## src/rtl/control_miscare_param.sv

```systemverilog
// control_miscare_param: clocked line-follower movement controller.
// Synchronises the reflective sensor array, steers with a registered FSM
// (INAINTE / CAUTARE / OPRIT), counts debounced finish-line crossings and
// stops on the lap target, on a lost-line timeout, or when circuit is cleared.
module control_miscare_param #(
  parameter int              N_SENZORI   = 5,
  parameter int              DC_W        = 12,
  parameter logic [DC_W-1:0] DC_MAX      = 12'h998,
  parameter logic [DC_W-1:0] DC_CURBA    = 12'h750,
  parameter int              DEB_CYC     = 4,
  parameter int              TIMEOUT_CYC = 50000,
  parameter int              TURE_C1     = 1,
  parameter int              TURE_C2     = 10
) (
  input  logic                 clk,
  input  logic                 reset,
  input  logic [N_SENZORI-1:0] senzori,
  input  logic [1:0]           circuit,
  output logic [1:0]           directie_driverA,
  output logic [1:0]           directie_driverB,
  output logic [DC_W-1:0]      factor_dc_driverA,
  output logic [DC_W-1:0]      factor_dc_driverB,
  output logic                 semnal_dreapta,
  output logic                 semnal_stanga,
  output logic                 stop,
  output logic [7:0]           count_ture,
  output logic [1:0]           stare
);

  localparam int C     = N_SENZORI / 2;
  localparam int TMO_W = $clog2(TIMEOUT_CYC + 1);
  localparam int DEB_W = $clog2(DEB_CYC + 1);

  localparam logic [1:0] DIR_FWD   = 2'b10;
  localparam logic [1:0] DIR_REV   = 2'b01;
  localparam logic [1:0] DIR_BRAKE = 2'b00;

  typedef enum logic [1:0] {
    INAINTE = 2'd0,
    CAUTARE = 2'd1,
    OPRIT   = 2'd2
  } stare_t;

  typedef enum logic [1:0] {
    NIMIC   = 2'd0,
    DREAPTA = 2'd1,
    STANGA  = 2'd2
  } mem_t;

  logic [N_SENZORI-1:0] r_sync1;
  logic [N_SENZORI-1:0] r_sync2;
  logic [N_SENZORI-1:0] w_s;

  stare_t           r_stare;
  stare_t           w_stareNext;
  mem_t             r_mem;
  mem_t             w_memNext;
  logic [TMO_W-1:0] r_tmo;
  logic [TMO_W-1:0] w_tmoNext;
  logic [TMO_W-1:0] w_tmoInc;

  logic [DEB_W-1:0] r_deb;
  logic [DEB_W-1:0] w_debNext;
  logic [7:0]       r_count;
  logic [7:0]       w_countNext;
  logic [7:0]       w_countInc;
  logic             w_both;
  logic             w_finishEvt;
  logic             w_targetHit;

  logic             w_drp;
  logic             w_stg;

  logic [1:0]       r_dirA, r_dirB, w_dirANext, w_dirBNext;
  logic [DC_W-1:0]  r_dcA, r_dcB, w_dcANext, w_dcBNext;
  logic             r_stop, w_stopNext;
  logic             r_semDr, r_semSt;

  assign w_s = r_sync2;

  // Two-flop synchroniser so that asynchronous sensor pins never reach the FSM directly
  always_ff @(posedge clk or posedge reset) begin
    if (reset) begin
      r_sync1 <= '0;
      r_sync2 <= '0;
    end else begin
      r_sync1 <= senzori;
      r_sync2 <= r_sync1;
    end
  end

  // Right group is the sensors between the outer-right one and the centre, left group likewise
  always_comb begin
    w_drp = 1'b0;
    w_stg = 1'b0;
    for (int i = 1; i < C; i++) w_drp = w_drp | w_s[i];
    for (int i = C + 1; i < N_SENZORI - 1; i++) w_stg = w_stg | w_s[i];
  end

  // Finish line: both outer sensors held for DEB_CYC cycles; one event per crossing, ignored while stopped
  always_comb begin
    w_both     = w_s[0] & w_s[N_SENZORI-1];
    w_countInc = (r_count == 8'd255) ? 8'd255 : r_count + 8'd1;
    if (!w_both)
      w_debNext = '0;
    else if (r_deb == DEB_W'(DEB_CYC))
      w_debNext = r_deb;
    else
      w_debNext = r_deb + DEB_W'(1);
    w_finishEvt = w_both && (r_deb == DEB_W'(DEB_CYC - 1)) && (r_stare != OPRIT);
    w_targetHit = w_finishEvt &&
                  (((circuit == 2'b01) && (w_countInc == 8'(TURE_C1))) ||
                   ((circuit == 2'b10) && (w_countInc == 8'(TURE_C2))));
    if (circuit == 2'b00)
      w_countNext = 8'd0;
    else if (w_finishEvt)
      w_countNext = w_countInc;
    else
      w_countNext = r_count;
  end

  // Debounce counter and lap counter registers
  always_ff @(posedge clk or posedge reset) begin
    if (reset) begin
      r_deb   <= '0;
      r_count <= 8'd0;
    end else begin
      r_deb   <= w_debNext;
      r_count <= w_countNext;
    end
  end

  // Steering next-state logic: memory remembers the last side the line drifted to
  always_comb begin
    w_stareNext = r_stare;
    w_memNext   = r_mem;
    w_tmoInc    = r_tmo + TMO_W'(1);
    w_tmoNext   = '0;
    case (r_stare)
      INAINTE: begin
        if (w_drp && !w_stg)
          w_memNext = DREAPTA;
        else if (w_stg && !w_drp)
          w_memNext = STANGA;
        if (!w_s[C])
          w_stareNext = CAUTARE;
      end
      CAUTARE: begin
        if (r_mem == NIMIC) begin
          if (w_drp && !w_stg)
            w_memNext = DREAPTA;
          else if (w_stg && !w_drp)
            w_memNext = STANGA;
        end
        if (w_s[C])
          w_stareNext = INAINTE;
        else if (w_tmoInc == TMO_W'(TIMEOUT_CYC))
          w_stareNext = OPRIT;
        else
          w_tmoNext = w_tmoInc;
      end
      OPRIT: begin
        if ((circuit == 2'b00) && w_s[C]) begin
          w_stareNext = INAINTE;
          w_memNext   = NIMIC;
        end
      end
      default: begin
        w_stareNext = INAINTE;
        w_memNext   = NIMIC;
      end
    endcase
    if (w_targetHit)
      w_stareNext = OPRIT;
    if (w_stareNext != CAUTARE)
      w_tmoNext = '0;
  end

  // FSM state, side memory and lost-line timeout registers
  always_ff @(posedge clk or posedge reset) begin
    if (reset) begin
      r_stare <= INAINTE;
      r_mem   <= NIMIC;
      r_tmo   <= '0;
    end else begin
      r_stare <= w_stareNext;
      r_mem   <= w_memNext;
      r_tmo   <= w_tmoNext;
    end
  end

  // Motor commands follow the state being entered so they change on the same edge as stare
  always_comb begin
    w_dirANext = DIR_FWD;
    w_dirBNext = DIR_FWD;
    w_dcANext  = DC_MAX;
    w_dcBNext  = DC_MAX;
    w_stopNext = 1'b0;
    case (w_stareNext)
      INAINTE: begin
        if (w_drp && !w_stg)
          w_dcANext = DC_CURBA;
        else if (w_stg && !w_drp)
          w_dcBNext = DC_CURBA;
      end
      CAUTARE: begin
        w_stopNext = 1'b1;
        if (w_memNext == DREAPTA)
          w_dirANext = DIR_REV;
        else if (w_memNext == STANGA)
          w_dirBNext = DIR_REV;
      end
      OPRIT: begin
        w_dirANext = DIR_BRAKE;
        w_dirBNext = DIR_BRAKE;
        w_dcANext  = '0;
        w_dcBNext  = '0;
        w_stopNext = 1'b1;
      end
      default: begin
        w_stopNext = 1'b0;
      end
    endcase
  end

  // Registered motor, lamp outputs
  always_ff @(posedge clk or posedge reset) begin
    if (reset) begin
      r_dirA  <= DIR_FWD;
      r_dirB  <= DIR_FWD;
      r_dcA   <= DC_MAX;
      r_dcB   <= DC_MAX;
      r_stop  <= 1'b0;
      r_semDr <= 1'b0;
      r_semSt <= 1'b0;
    end else begin
      r_dirA  <= w_dirANext;
      r_dirB  <= w_dirBNext;
      r_dcA   <= w_dcANext;
      r_dcB   <= w_dcBNext;
      r_stop  <= w_stopNext;
      r_semDr <= w_s[0];
      r_semSt <= w_s[N_SENZORI-1];
    end
  end

  assign directie_driverA  = r_dirA;
  assign directie_driverB  = r_dirB;
  assign factor_dc_driverA = r_dcA;
  assign factor_dc_driverB = r_dcB;
  assign semnal_dreapta    = r_semDr;
  assign semnal_stanga     = r_semSt;
  assign stop              = r_stop;
  assign count_ture        = r_count;
  assign stare             = r_stare;

endmodule

```

## config.mk

```make
export PLATFORM = sky130hd
export DESIGN_NAME = control_miscare_param
export DESIGN_NICKNAME = d
export VERILOG_FILES = /design/src/rtl/control_miscare_param.sv
export SDC_FILE = /design/constraint.sdc
export NUM_CORES = 1
export LEC_CHECK = 0
export BUFFER_PORTS_ARGS = -buffer_cell sky130_fd_sc_hd__buf_2
export CAP_MARGIN = 20
export CORE_MARGIN = 4
export CORE_UTILIZATION = 44
export DETAILED_ROUTE_END_ITERATION = 12
export HOLD_SLACK_MARGIN = 0.05
export MAX_ROUTING_LAYER = met4
export PLACE_DENSITY = 0.68
export SYNTH_ARGS = -nofsm -noshare
export SYNTH_HDL_FRONTEND = slang
export SYNTH_SLANG_ARGS = --single-unit
```

## constraint.sdc

```tcl
create_clock -name clk -period 2.7 [get_ports clk]
set_clock_uncertainty 0.1 [all_clocks]
set_input_delay 0.135 -clock clk [delete_from_list [all_inputs] [get_ports clk]]
set_output_delay 0.135 -clock clk [all_outputs]
set_load 0.005 [all_outputs]
```

Word-level counts from Yosys, hierarchy flattened
Index checks and enable logic that the tools add are counted.
{"block": "totals", "reg_bits": 72, "output_inout_bits": 41}
{"block": "op_classes", "add_sub_neg": 3, "eq_ne": 17, "mux": 31, "n_bitwise": 1, "n_reduce_logical": 17}
{"cell": "16-bit 2-to-1 mux", "n": 4}
{"cell": "12-bit case mux with 2 select lines", "n": 2}
{"cell": "12-bit 2-to-1 mux", "n": 3}
{"cell": "2-bit 2-to-1 mux", "n": 12}
{"cell": "8-bit 2-to-1 mux", "n": 3}
{"cell": "16-bit by 1-bit adder with 16-bit output, second input constant", "n": 1}
{"cell": "16-bit == test, second input constant", "n": 1}
{"cell": "2-bit case mux with 3 select lines", "n": 2}
{"cell": "8-bit by 1-bit adder with 8-bit output, second input constant", "n": 1}
{"cell": "2-bit by 1-bit == test with 1-bit output, second input constant", "n": 4}
{"cell": "2-bit == test, second input constant", "n": 4}
{"cell": "8-bit by 1-bit == test with 1-bit output, second input constant", "n": 1}
{"cell": "8-bit by 4-bit == test with 1-bit output, second input constant", "n": 1}
{"cell": "8-bit == test, second input constant", "n": 1}
{"cell": "1-bit logical AND", "n": 8}
{"cell": "2-bit logical NOT", "n": 4}
{"cell": "2-bit case mux with 2 select lines", "n": 2}
{"cell": "3-bit 2-to-1 mux", "n": 2}
{"cell": "2-bit inequality test, second input constant", "n": 2}
{"cell": "3-bit by 1-bit adder with 3-bit output, second input constant", "n": 1}
{"cell": "3-bit by 2-bit == test with 1-bit output, second input constant", "n": 1}
{"cell": "3-bit == test, second input constant", "n": 1}
{"cell": "1-bit logical NOT", "n": 2}
{"cell": "2-bit by 1-bit inequality test with 1-bit output, second input constant", "n": 1}
{"cell": "5 further kinds", "n": 5}

Logic depth before layout (Yosys ltp)
Gate-level depths: netlist of run 1.
{"block": "depth", "ltp_word": 10, "depth_mapped": 12, "mapped_depth_nobuf": 11}

Least setup slack after synthesis of run 1
OpenSTA, ideal clock, no wires.
{"block": "synth_path", "kind": "reg-to-reg", "from": "reg r_tmo[0]", "to": "reg r_tmo[15]", "setup_time_ps": 137, "t_arrival_ps": 2524, "required_ps": 2463, "path_slack_ps": -60, "stages_incl_launch_ff": 12, "synth_period_minus_slack_ps": 2760, "cell_sequence": "dfrtp_1 ha_1 nand2_2 nor4_1 xor2_1 and4_4 buf_6 a31oi_1 ha_1 nand2_1 buf_1 nor3b_1"}
{"block": "synth_between", "elab_chain_len": 8, "elab_cells_between_ends": 11, "classes_between": "add/sub: 1; eq/ne: 2; mux: 8"}
{"item": "from (decl)", "line": "58", "rtl": "logic [TMO_W-1:0] r_tmo;"}
{"item": "from (signal assigned)", "line": "188", "rtl": "r_tmo <= w_tmoNext;"}
{"item": "16-bit by 1-bit adder with 16-bit output", "line": "137", "rtl": "w_tmoInc = r_tmo + TMO_W'(1);"}
{"item": "16-bit == test", "line": "157", "rtl": "else if (w_tmoInc == TMO_W'(TIMEOUT_CYC))"}
{"item": "2-bit 2-to-1 mux", "line": "157"}
{"item": "2-bit 2-to-1 mux", "line": "155", "rtl": "if (w_s[C])"}
{"item": "2-bit case mux with 3 select lines", "line": "139", "rtl": "case (r_stare)"}
{"item": "2-bit 2-to-1 mux", "line": "173", "rtl": "if (w_targetHit)"}
{"item": "named net w_stareNext[0]", "line": "55", "rtl": "stare_t w_stareNext;"}
{"item": "2-bit by 1-bit inequality test with 1-bit output", "line": "175", "rtl": "if (w_stareNext != CAUTARE)"}
{"item": "16-bit 2-to-1 mux", "line": "175"}
{"item": "named net w_tmoNext[15]", "line": "59", "rtl": "logic [TMO_W-1:0] w_tmoNext;"}
The timed path passes the listed nets, and every way through them passes these cells.
A chain may end at the register's enable or synchronous reset.

Final worst setup path of run 1
{"block": "layout_path", "from": "reg r_count[1] (netlist: count_ture[1])", "to": "reg r_tmo[15]"}
{"block": "layout_between", "elab_chain_len": 9, "elab_cells_between_ends": 12, "classes_between": "add/sub: 1; eq/ne: 4; mux: 3; reduce/logical: 4"}
{"item": "from (decl)", "line": "64", "rtl": "logic [7:0] r_count;"}
{"item": "from (signal assigned)", "line": "129", "rtl": "r_count <= w_countNext;"}
{"item": "8-bit by 1-bit adder with 8-bit output or 8-bit == test (tied branches)", "line": "103", "rtl": "w_countInc = (r_count == 8'd255) ? 8'd255 : r_count + 8'd1;"}
{"item": "8-bit 2-to-1 mux *", "line": "103"}
{"item": "8-bit by 1-bit == test with 1-bit output or 8-bit by 4-bit == test with 1-bit output (tied branches)", "line": "112, 113"}
{"item": "1-bit logical AND (on tied branches)", "line": "112, 113"}
{"item": "1-bit logical OR *", "line": "112", "rtl": "(((circuit == 2'b01) && (w_countInc == 8'(TURE_C1))) ||"}
{"item": "1-bit logical AND *", "line": "111", "rtl": "w_targetHit = w_finishEvt &&"}
{"item": "2-bit 2-to-1 mux *", "line": "173"}
{"item": "2-bit by 1-bit inequality test with 1-bit output *", "line": "175"}
{"item": "16-bit 2-to-1 mux *", "line": "175"}
{"item": "named net w_tmoNext[15]", "line": "59"}
Mark *: on every way through the listed nets, which the timed path passes. The rest lies on a longest branch.

==> results of run 1 <==
## cell families (layout without fill, tap and decap cells)
group,count (synthesis),in the layout,synth area share [%]
compound gates,47,47,12.91
xor+xnor,14,14,4.424
fa+ha+maj,10,10,4.334
buf+inv,42,82,9.796
flops,53,53,48.08
mux,1,1,0.3612
other cells,1,8,0.1353
simple gates,102,102,19.96
## layer usage
| layer | vias to the layer above | wire, um | part of all wire, % |
|---|---|---|---|
| li1 | 1017 | - | - |
| met1 | 1011 | 2491 | 44 |
| met2 | 53 | 2796 | 49 |
| met3 | 8 | 326 | 5.7 |
| met4 | 0 | 61 | 1.1 |
| met5 | - | 0 | 0 |
## worst max path at each step
stage | start | endpoint | slack (ns) | depth (start not counted)
after floorplan | r_tmo[0] | r_tmo[8] | 0.05 | 11
after global placement | r_tmo[3] | r_tmo[13] | 0.14 | 9
after detailed placement | count_ture[1] | r_tmo[15] | 0.03 | 10
after CTS | r_tmo[1] | r_tmo[15] | 0.008 | 10
after global routing | count_ture[1] | r_tmo[8] | -0.02 | 10
final | count_ture[1] | r_tmo[15] | 0.12 | 10
## through the flow
| step | worst slack [ns] | cell area, sq um | utilization (%) | power (mW) |
|---|---|---|---|---|
| after floorplan | 0.05496 | 2799 | - | 0.9332 |
| after global placement | 0.1404 | 2975 | 49.38 | 0.9620 |
| after detailed placement | 0.03489 | 2975 | 49.38 | 0.9660 |
| after CTS | 0.008169 | 3162 | 52.47 | 1.531 |
| after global routing | -0.02106 | 3246 | 53.86 | 1.592 |
| final | 0.1205 | 3246 | 53.86 | 1.519 |
## layout by cell type, fill, tap and decap left out, types with 3 or more instances in the layout
cell            n
dfrtp_1        47
buf_2          41
nor2_1         25
nand3_1        16
nand2_1        16
buf_4          14
a21oi_1        12
inv_1          11
xnor2_1         9
conb_1          8
dlygate4sd3_1   6
a211oi_2        5
nor3_1          5
ha_1            5
clkbuf_8        5
dfstp_2         5
nand2b_1        4
nand4_1         4
xor2_1          4
a31oi_1         4
nor4_1          3
and4_1          3
o21ai_0         3
and3_1          3
ha_2            3
## state kept, by name (all words and copies together) (netlist names), 3 cells and up
register / cells
r_tmo: 16
r_deb: 3
count_ture: 8
r_sync2: 5
factor_dc_driverA: 3
r_sync1: 5
## repair_timing
item | in CTS | in global routing
gates resized for setup | 2 | 14
hold endpoints to repair | 53 | 0
hold buffers | 6 | 0
endpoints found under the setup margin | 1 | 24
pin swaps | 0 | 0
## final cells by class
class / count / area (sq um) / area share [%]
Clock buffer: 5 / 68.82 / 2.120
Sequential cell: 53 / 1334 / 41.09
Inverter: 12 / 45.04 / 1.388
Multi-Input combinational cell: 182 / 1266 / 39.01
Clock inverter: 3 / 47.55 / 1.465
Tap cell: 75 / 93.84 / 2.891
Timing Repair Buffer: 62 / 390.4 / 12.03
## report_power, final
part           switching, mW  internal [mW]  total (mW)
Sequential            0.0162          0.824       0.841
Clock                  0.274          0.283       0.557
Combinational         0.0677         0.0535       0.121
## worst reg2reg max path, cell delays in order (launching register included)
cell     delay (ns)
dfrtp_1        0.42
ha_2           0.25
and3_1         0.28
a31oi_1        0.14
o22ai_1        0.25
o31ai_2        0.10
a31oi_1        0.21
ha_2           0.24
nand2_2        0.10
buf_4          0.17
nor3b_1        0.21
==> summary.md, run 1 <==
| Metric | Value |
|---|---|
| Die X | 87.37 um |
| Synthesized area | 2771 sq um |
| Post-Synthesis Cells | 270 |
| Reg2reg setup slack | 0.12 ns |
| CP startpoint kind | flip-flop |
| Core Region | 6026 sq um |
| Initial DRC Count | 81 |
| Count of final setup violators | 0 |
| Buf/Inv on CP | 1 |
| Via density | 5.329 |
| Area Overhead vs Synth | 17.11% |
| Critical-path top delay cell | dfrtp_1 |
| Clk slew on worst S/H paths | 0.11 ns |
| Hold Path End | count_ture[0] |
| Tcrit/Tclk final | 95.54% |
| Non-filler cells, final | 392 |
| Placed insts | 377 |
| Critical path arrival | 2.69 ns |
| Row cnt | 28 |
| Post-synthesis register bit count | 53 |
| Met1 GRT Util | 19.65% |
| Clock root buffer | clkbuf_8 |
| Clk Latency, worst-skew pair | 0.31 ns |
| Max Cap Viol | 0 |
| Via count | 2089 |
| Hold path depth | 3 |
| IO Count | 50 |
| Syn. warnings | 0 |
| Most instantiated cells after synthesis | dfrtp_1 (48), nor2_1 (25), buf_4 (21) |
| Met2 GRT Util | 25.96% |
| CTS Buf Count | 5 |
| Starting Density | 45.99% |
| GR met3 Demand/Resource | 3.406% |
| Most common cell in the synthesized netlist | dfrtp_1 |
| PwrDens | 468.0 nW/um^2 |
| Setup Fix Bufs, Post-CTS | 0 |
| Max incr delay on CP | 0.42 ns |
| Kind of cell adding the most delay to the critical path | compound AO/OA/AOI/OAI gates |
| Seq/Total Area, Yosys | 48.08% |
| DIE AREA | 7633 sq um |
| Min Clock Period, post-route | 2.579 ns |
| Status | complete, no violations |
| Fmax | 0.3877 GHz |
| Crit-path cells | ha_2, and3_1, a31oi_1, o22ai_1, o31ai_2, a31oi_1, ha_2, nand2_2, buf_4, nor3b_1 |
| Avg WL per Cell | 14.48 um |
| Wire length of the first global-routing pass | 9473 um |
| Syn_area_per_cell | 10.26 sq um |
| Initial antenna violation count | 0 |
| TritonRoute pass-1 iters | 5 |
| Max Slew Vio Count | 0 |
| I/O Buffers | 41 |
| Synth cell types | 58 |
| Drt drc | 0 |
| Critical Path RT | 2.81 ns |
| Post-DP HPWL | 3984 um |
| Final hold vios | 0 |
| Overall Global Routing Usage | 15.91% |
| Maximum vdd drop | 0.2274 mV |
| Nets | 333 |
| Largest area contributor in the netlist | dfrtp_1 |
| Grt total ovfl | 0 |
| Ys async rst share | 100.0% |
| Vias in the first global route | 2072 |
| Leading post-synthesis cells by cell area | dfrtp_1 (43%), buf_4 (5.7%), dfstp_2 (4.7%) |
| Leak | 1.421 nW |
| Clk sink count | 53 |
| Critical Setup Path Class | flip-flop to flip-flop |
| Fill cells | 560 |
| Post-DRT Antenna Nets | 0 |
| Deepest clock path buffer count | 2 |
| Synth Flop Type | dfrtp_1 |
| Worst hold slack | 0.1380 ns |
| CP Max Fanout | 6 |
| RSZ-0062 raised after global routing | yes |
| Die Y-Extent | 87.37 um |
| Post-synth top area share | 43.34% |
| Detailed Route WL | 5676 um |
| Reg-to-reg critical path endpoint | r_tmo[15] |
| Worst Hold Launch | circuit[1] |
| Post-synth EDFFs | 0 |
| Setup TNS | 0 ns |
| Gr busiest metal | met2 |
| CTS tree | built |
| Ant diodes | 0 |
| Hold Crit Class | primary input to flip-flop |
| Worst r2r src | count_ture[1] |
| Reg2Reg Depth | 10 |
| Largest net degree at the start of global routing | 51 |
| H-tree Lvls | 2 |
| Share of layout cells above drive strength 1 | 30.91% |
| Crit. End Element | flip-flop |
| Placer Congestion | 0.9399 |
Note: power is estimated with default switching activity, not from simulation.
==> inputs of run 2 (changes only) <==
BUFFER_PORTS_ARGS = default   (was -buffer_cell sky130_fd_sc_hd__buf_2)
CORE_ASPECT_RATIO = 2   (was default)
DONT_BUFFER_PORTS = 1   (was default)
PLACE_DENSITY = default   (was 0.68)
==> run 2 against run 1 <==
Synthesized cell count did not move. The flow now stops in 5_2_route. Global-route usage rose by 1.2 points. Area after synthesis stayed put.
==> summary.md, run 2 <==
| Metric | Value |
|---|---|
| Ys async rst share | 100.0% (unchanged) |
| Syn. warnings | 0 (unchanged) |
| Leading post-synthesis cells by cell area | dfrtp_1 (43%), buf_4 (5.7%), dfstp_2 (4.7%) (unchanged) |
| Setup Fix Bufs, Post-CTS | 0 (unchanged) |
| Seq/Total Area, Yosys | 48.08% (unchanged) |
| Post-DP HPWL | 4425 um (was 3984 um) |
| Error msg | [ERROR DRT-0255] Maze Route cannot find path of net factor_dc_driverA[3] in worker of routeBox ( 48300 96600 ) ( 64120 120235 ). |
| Synth Flop Type | dfrtp_1 (unchanged) |
| Clk sink count | 53 (unchanged) |
| Die X | 64.12 um (was 87.37 um) |
| Overall Global Routing Usage | 17.09% (was 15.91%) |
| CTS Buf Count | 5 (unchanged) |
| Vias in the first global route | 2080 (was 2072) |
| Synthesized area | 2771 sq um (unchanged) |
| Post-synthesis register bit count | 53 (unchanged) |
| Worst_ep grt | factor_dc_driverB[7]$_DFF_PP1_/D |
| Post-Synthesis Cells | 270 (unchanged) |
| Clock root buffer | clkbuf_16 (was clkbuf_8) |
| Post-synth top area share | 43.34% (unchanged) |
| Starting Density | 45.76% (was 45.99%) |
| Wire length of the first global-routing pass | 9742 um (was 9473 um) |
| Placed insts | 348 (was 377) |
| Deepest clock path buffer count | 2 (unchanged) |
| Largest area contributor in the netlist | dfrtp_1 (unchanged) |
| Post-synth EDFFs | 0 (unchanged) |
| Largest net degree at the start of global routing | 53 (was 51) |
| Halt Stage | 5_2_route |
| Grt total ovfl | 0 (unchanged) |
| H-tree Lvls | 2 (unchanged) |
| Die Y-Extent | 120.2 um (was 87.37 um) |
| Worst ep type | sequential cell input |
| I/O Buffers | 0 (was 41) |
| Row cnt | 40 (was 28) |
| Syn_area_per_cell | 10.26 sq um (unchanged) |
| Most common cell in the synthesized netlist | dfrtp_1 (unchanged) |
| Status | aborted with a tool error (was complete, no violations) |
| Initial antenna violation count | 0 (unchanged) |
| Placer Congestion | 0.8026 (was 0.9399) |
| IO Count | 50 (unchanged) |
| Most instantiated cells after synthesis | dfrtp_1 (48), nor2_1 (25), buf_4 (21) (unchanged) |
| Synth cell types | 58 (unchanged) |
run 2: cell counts after synthesis:
No cell type changed its count.
run 2: metrics by stage:
stage | util [%] | instance area [sq um] | hold slack, ns | setup TNS (ns) | setup WS, ns
after floorplan | - | 2799 | 0.06643 | 0 | 0.05496
after global placement | 46.30 | 2804 | 0.06649 | 0 | 0.1186
after detailed placement | 46.30 | 2804 | 0.06648 | 0 | 0.1012
after CTS | 50.45 | 3055 | 0.05077 | 0 | 0.05426
after global routing | 51.98 | 3148 | 0.06001 | -0.5647 | -0.07591
run 2: kinds of logic after synthesis:
group | count (synthesis) | share of synthesized area (%)
DFF | 53 | 48.08
AOI/OAI and AO/OA | 47 | 12.91
other | 1 | 0.1353
xor gates and xnor gates | 14 | 4.424
buffers and inverters | 42 | 9.796
muxes | 1 | 0.3612
adders and majority gates | 10 | 4.334
and+or+nand+nor | 102 | 19.96
run 2: what timing repair did:
item / 4_1_cts / 5_1_grt
hold buffers: 8 / 0
endpoints found under the hold margin: 54 / 0
gates resized for setup: 0 / 15
endpoints found under the setup margin: 0 / 23
run 2: routing by layer:
metal  global-route usage (%)
met4                    9.669
met3                    3.439
met1                    15.38
met2                    32.08
met5                        -
==> inputs of run 3 (changes only) <==
CORE_ASPECT_RATIO = default   (was 2)
CORE_UTILIZATION = 29   (was 44)
HOLD_SLACK_MARGIN = default   (was 0.05)
MAX_ROUTING_LAYER = default   (was met4)
PLACE_DENSITY_LB_ADDON = 0.15   (was default)
clock period = 3.5 ns   (was 2.7 ns; I/O delays follow)
==> run 3 against run 2 <==
The flow now finishes without violations. Global-route usage down 6.8 points.
==> summary.md, run 3 (same netlist as run 1, synthesis figures left out) <==
| Metric | Value |
|---|---|
| Die Y-Extent | 105.8 um (was 120.2 um) |
| Worst-Margin Slew | 0.8299 ns |
| Critical Path RT | 3.58 ns |
| Register area | 1333 sq um |
| Deepest clock path buffer count | 2 (unchanged) |
| Nets | 281 |
| Hold_buf cts | 6 (was 8) |
| Grt total ovfl | 0 (unchanged) |
| Max Cap Viol | 0 |
| Max Slew Vio Count | 0 |
| Starting Density | 29.85% (was 45.76%) |
| Clock root buffer | clkbuf_8 (was clkbuf_16) |
| TritonRoute pass-1 iters | 4 |
| CTS tree | built |
| Maximum vdd drop | 0.1482 mV |
| RSZ-0062 raised after global routing | no |
| Die X | 105.8 um (was 64.12 um) |
| Post-DP HPWL | 4023 um (was 4425 um) |
| Avg WL per Cell | 13.97 um |
| Initial DRC Count | 68 |
| CTS-repair resized insts | 0 (unchanged) |
| Initial antenna violation count | 0 (unchanged) |
| Fmax | 0.3248 GHz |
| Crit. End Element | flip-flop |
| Row cnt | 35 (was 40) |
| Hold Crit Class | primary input to flip-flop |
| Min Clock Period, post-route | 3.079 ns |
| Vias in the first global route | 1898 (was 2080) |
| Clk Latency, worst-skew pair | 0.30 ns |
| Fill cells | 974 |
| Via count | 1858 |
| CP startpoint kind | flip-flop |
| I/O Buffers | 0 (unchanged) |
| Status | complete, no violations (was aborted with a tool error) |
| Most flop-heavy register | r_tmo |
| Setup TNS | 0 ns |
| Count of final setup violators | 0 |
| Final hold vios | 0 |
| Slew margin rel. | 44.60% |
| Post-DRT Antenna Nets | 0 |
| Placer Congestion | 0.8243 (was 0.8026) |
| Overall Global Routing Usage | 10.28% (was 17.09%) |
| Gr busiest metal | met2 (unchanged) |
| Setup Fix Bufs, Post-CTS | 0 (unchanged) |
| CP Max Fanout | 9 |
| Critical path arrival | 3.16 ns |
| Max FFs per register | 16 |
| Drt drc | 0 |
| Core Region | 9284 sq um |
| Most common library cell in the layout ignoring fill and taps | dfrtp_1 |
| PwrDens | 363.2 nW/um^2 |
| H-tree Lvls | 2 (unchanged) |
| Reg2reg setup slack | 0.42 ns |
| Largest net degree at the start of global routing | 40 (was 53) |
| Share of layout cells above drive strength 1 | 11.32% |
| DIE AREA | 11180 sq um |
| Via density | 4.716 |
| Clk sink count | 53 (unchanged) |
| Met1 GRT Util | 14.60% (was 15.38%) |
| Tcrit/Tclk final | 87.96% |
| Detailed Route WL | 5504 um |
| Area Overhead vs Synth | 5.011% |
| Critical Setup Path Class | flip-flop to flip-flop |
| Multi-input logic area | 1194 sq um |
| Clk slew on worst S/H paths | 0.10 ns |
| Leak | 1.170 nW |
| Leading cell types in the layout, fill and taps excluded | dfrtp_1 (48), nor2_1 (25), nand2_1 (17), nand3_1 (16), a21oi_1 (12) |
| Ant diodes | 0 |
| IO Count | 50 (unchanged) |
| CTS Buf Count | 5 (unchanged) |
| Wire length of the first global-routing pass | 9459 um (was 9742 um) |
| Fin util | 31.35% |
| GR met3 Demand/Resource | 2.327% (was 3.439%) |
| Met2 GRT Util | 15.80% (was 32.08%) |
[run 3: final timing paths]
check	start	to	cells after the start
max	count_ture[0]	r_tmo[0]	10
min	circuit[0]	count_ture[6]	2
max reg2reg	count_ture[0]	r_tmo[0]	10
min reg2reg	r_sync1[1]	r_sync2[1]	0
max in group asynchronous	reset	factor_dc_driverA[8]	3
min in group asynchronous	reset	r_sync1[0]	2
[run 3: report_power, final]
part	leakage [nW]	internal [mW]	switching (mW)	total [mW]
registers	0.683	0.636	0.0170	0.653
clock network	0.0374	0.141	0.197	0.339
logic	0.449	0.0242	0.0410	0.0651
[run 3: cell type report]
cell class                      count  share of cell area, %
Inverter                           12                  1.548
Sequential cell                    53                  45.79
Clock buffer                        6                  2.494
Timing Repair Buffer               10                  3.095
Clock inverter                      2                 0.5159
Tap cell                          129                  5.546
Multi-Input combinational cell    182                  41.01
[run 3: stage by stage]
stage | setup slack, ns | power (mW) | hold slack [ns] | instances | cell area, sq um
4_1_cts | 0.4126 | 1.080 | 0.06476 | 394 | 2910
6_report | 0.4213 | 1.057 | 0.06077 | 394 | 2910
5_1_grt | 0.1659 | 1.114 | 0.06984 | 394 | 2910
2_1_floorplan | 0.7395 | 0.7198 | 0.1064 | 277 | 2798
3_5_place_dp | 0.4484 | 0.7275 | 0.1065 | 380 | 2763
3_3_place_gp | 0.4907 | 0.7274 | 0.1065 | 380 | 2763
[run 3: critical path, cell delays in order, from the launching register on]
cell	delay [ns]
dfrtp_1	0.49
ha_1	0.32
and3_1	0.25
a211oi_2	0.37
nand3_1	0.16
o31ai_1	0.35
a31oi_1	0.11
ha_1	0.27
nand2_1	0.26
buf_4	0.22
a211oi_2	0.05
[run 3: metal layers]
layer / wire, um / vias up
met1: 2689 / 898
met4: 35 / 0
met2: 2480 / 40
met3: 299 / 2
met5: 0 / -
li1: - / 918
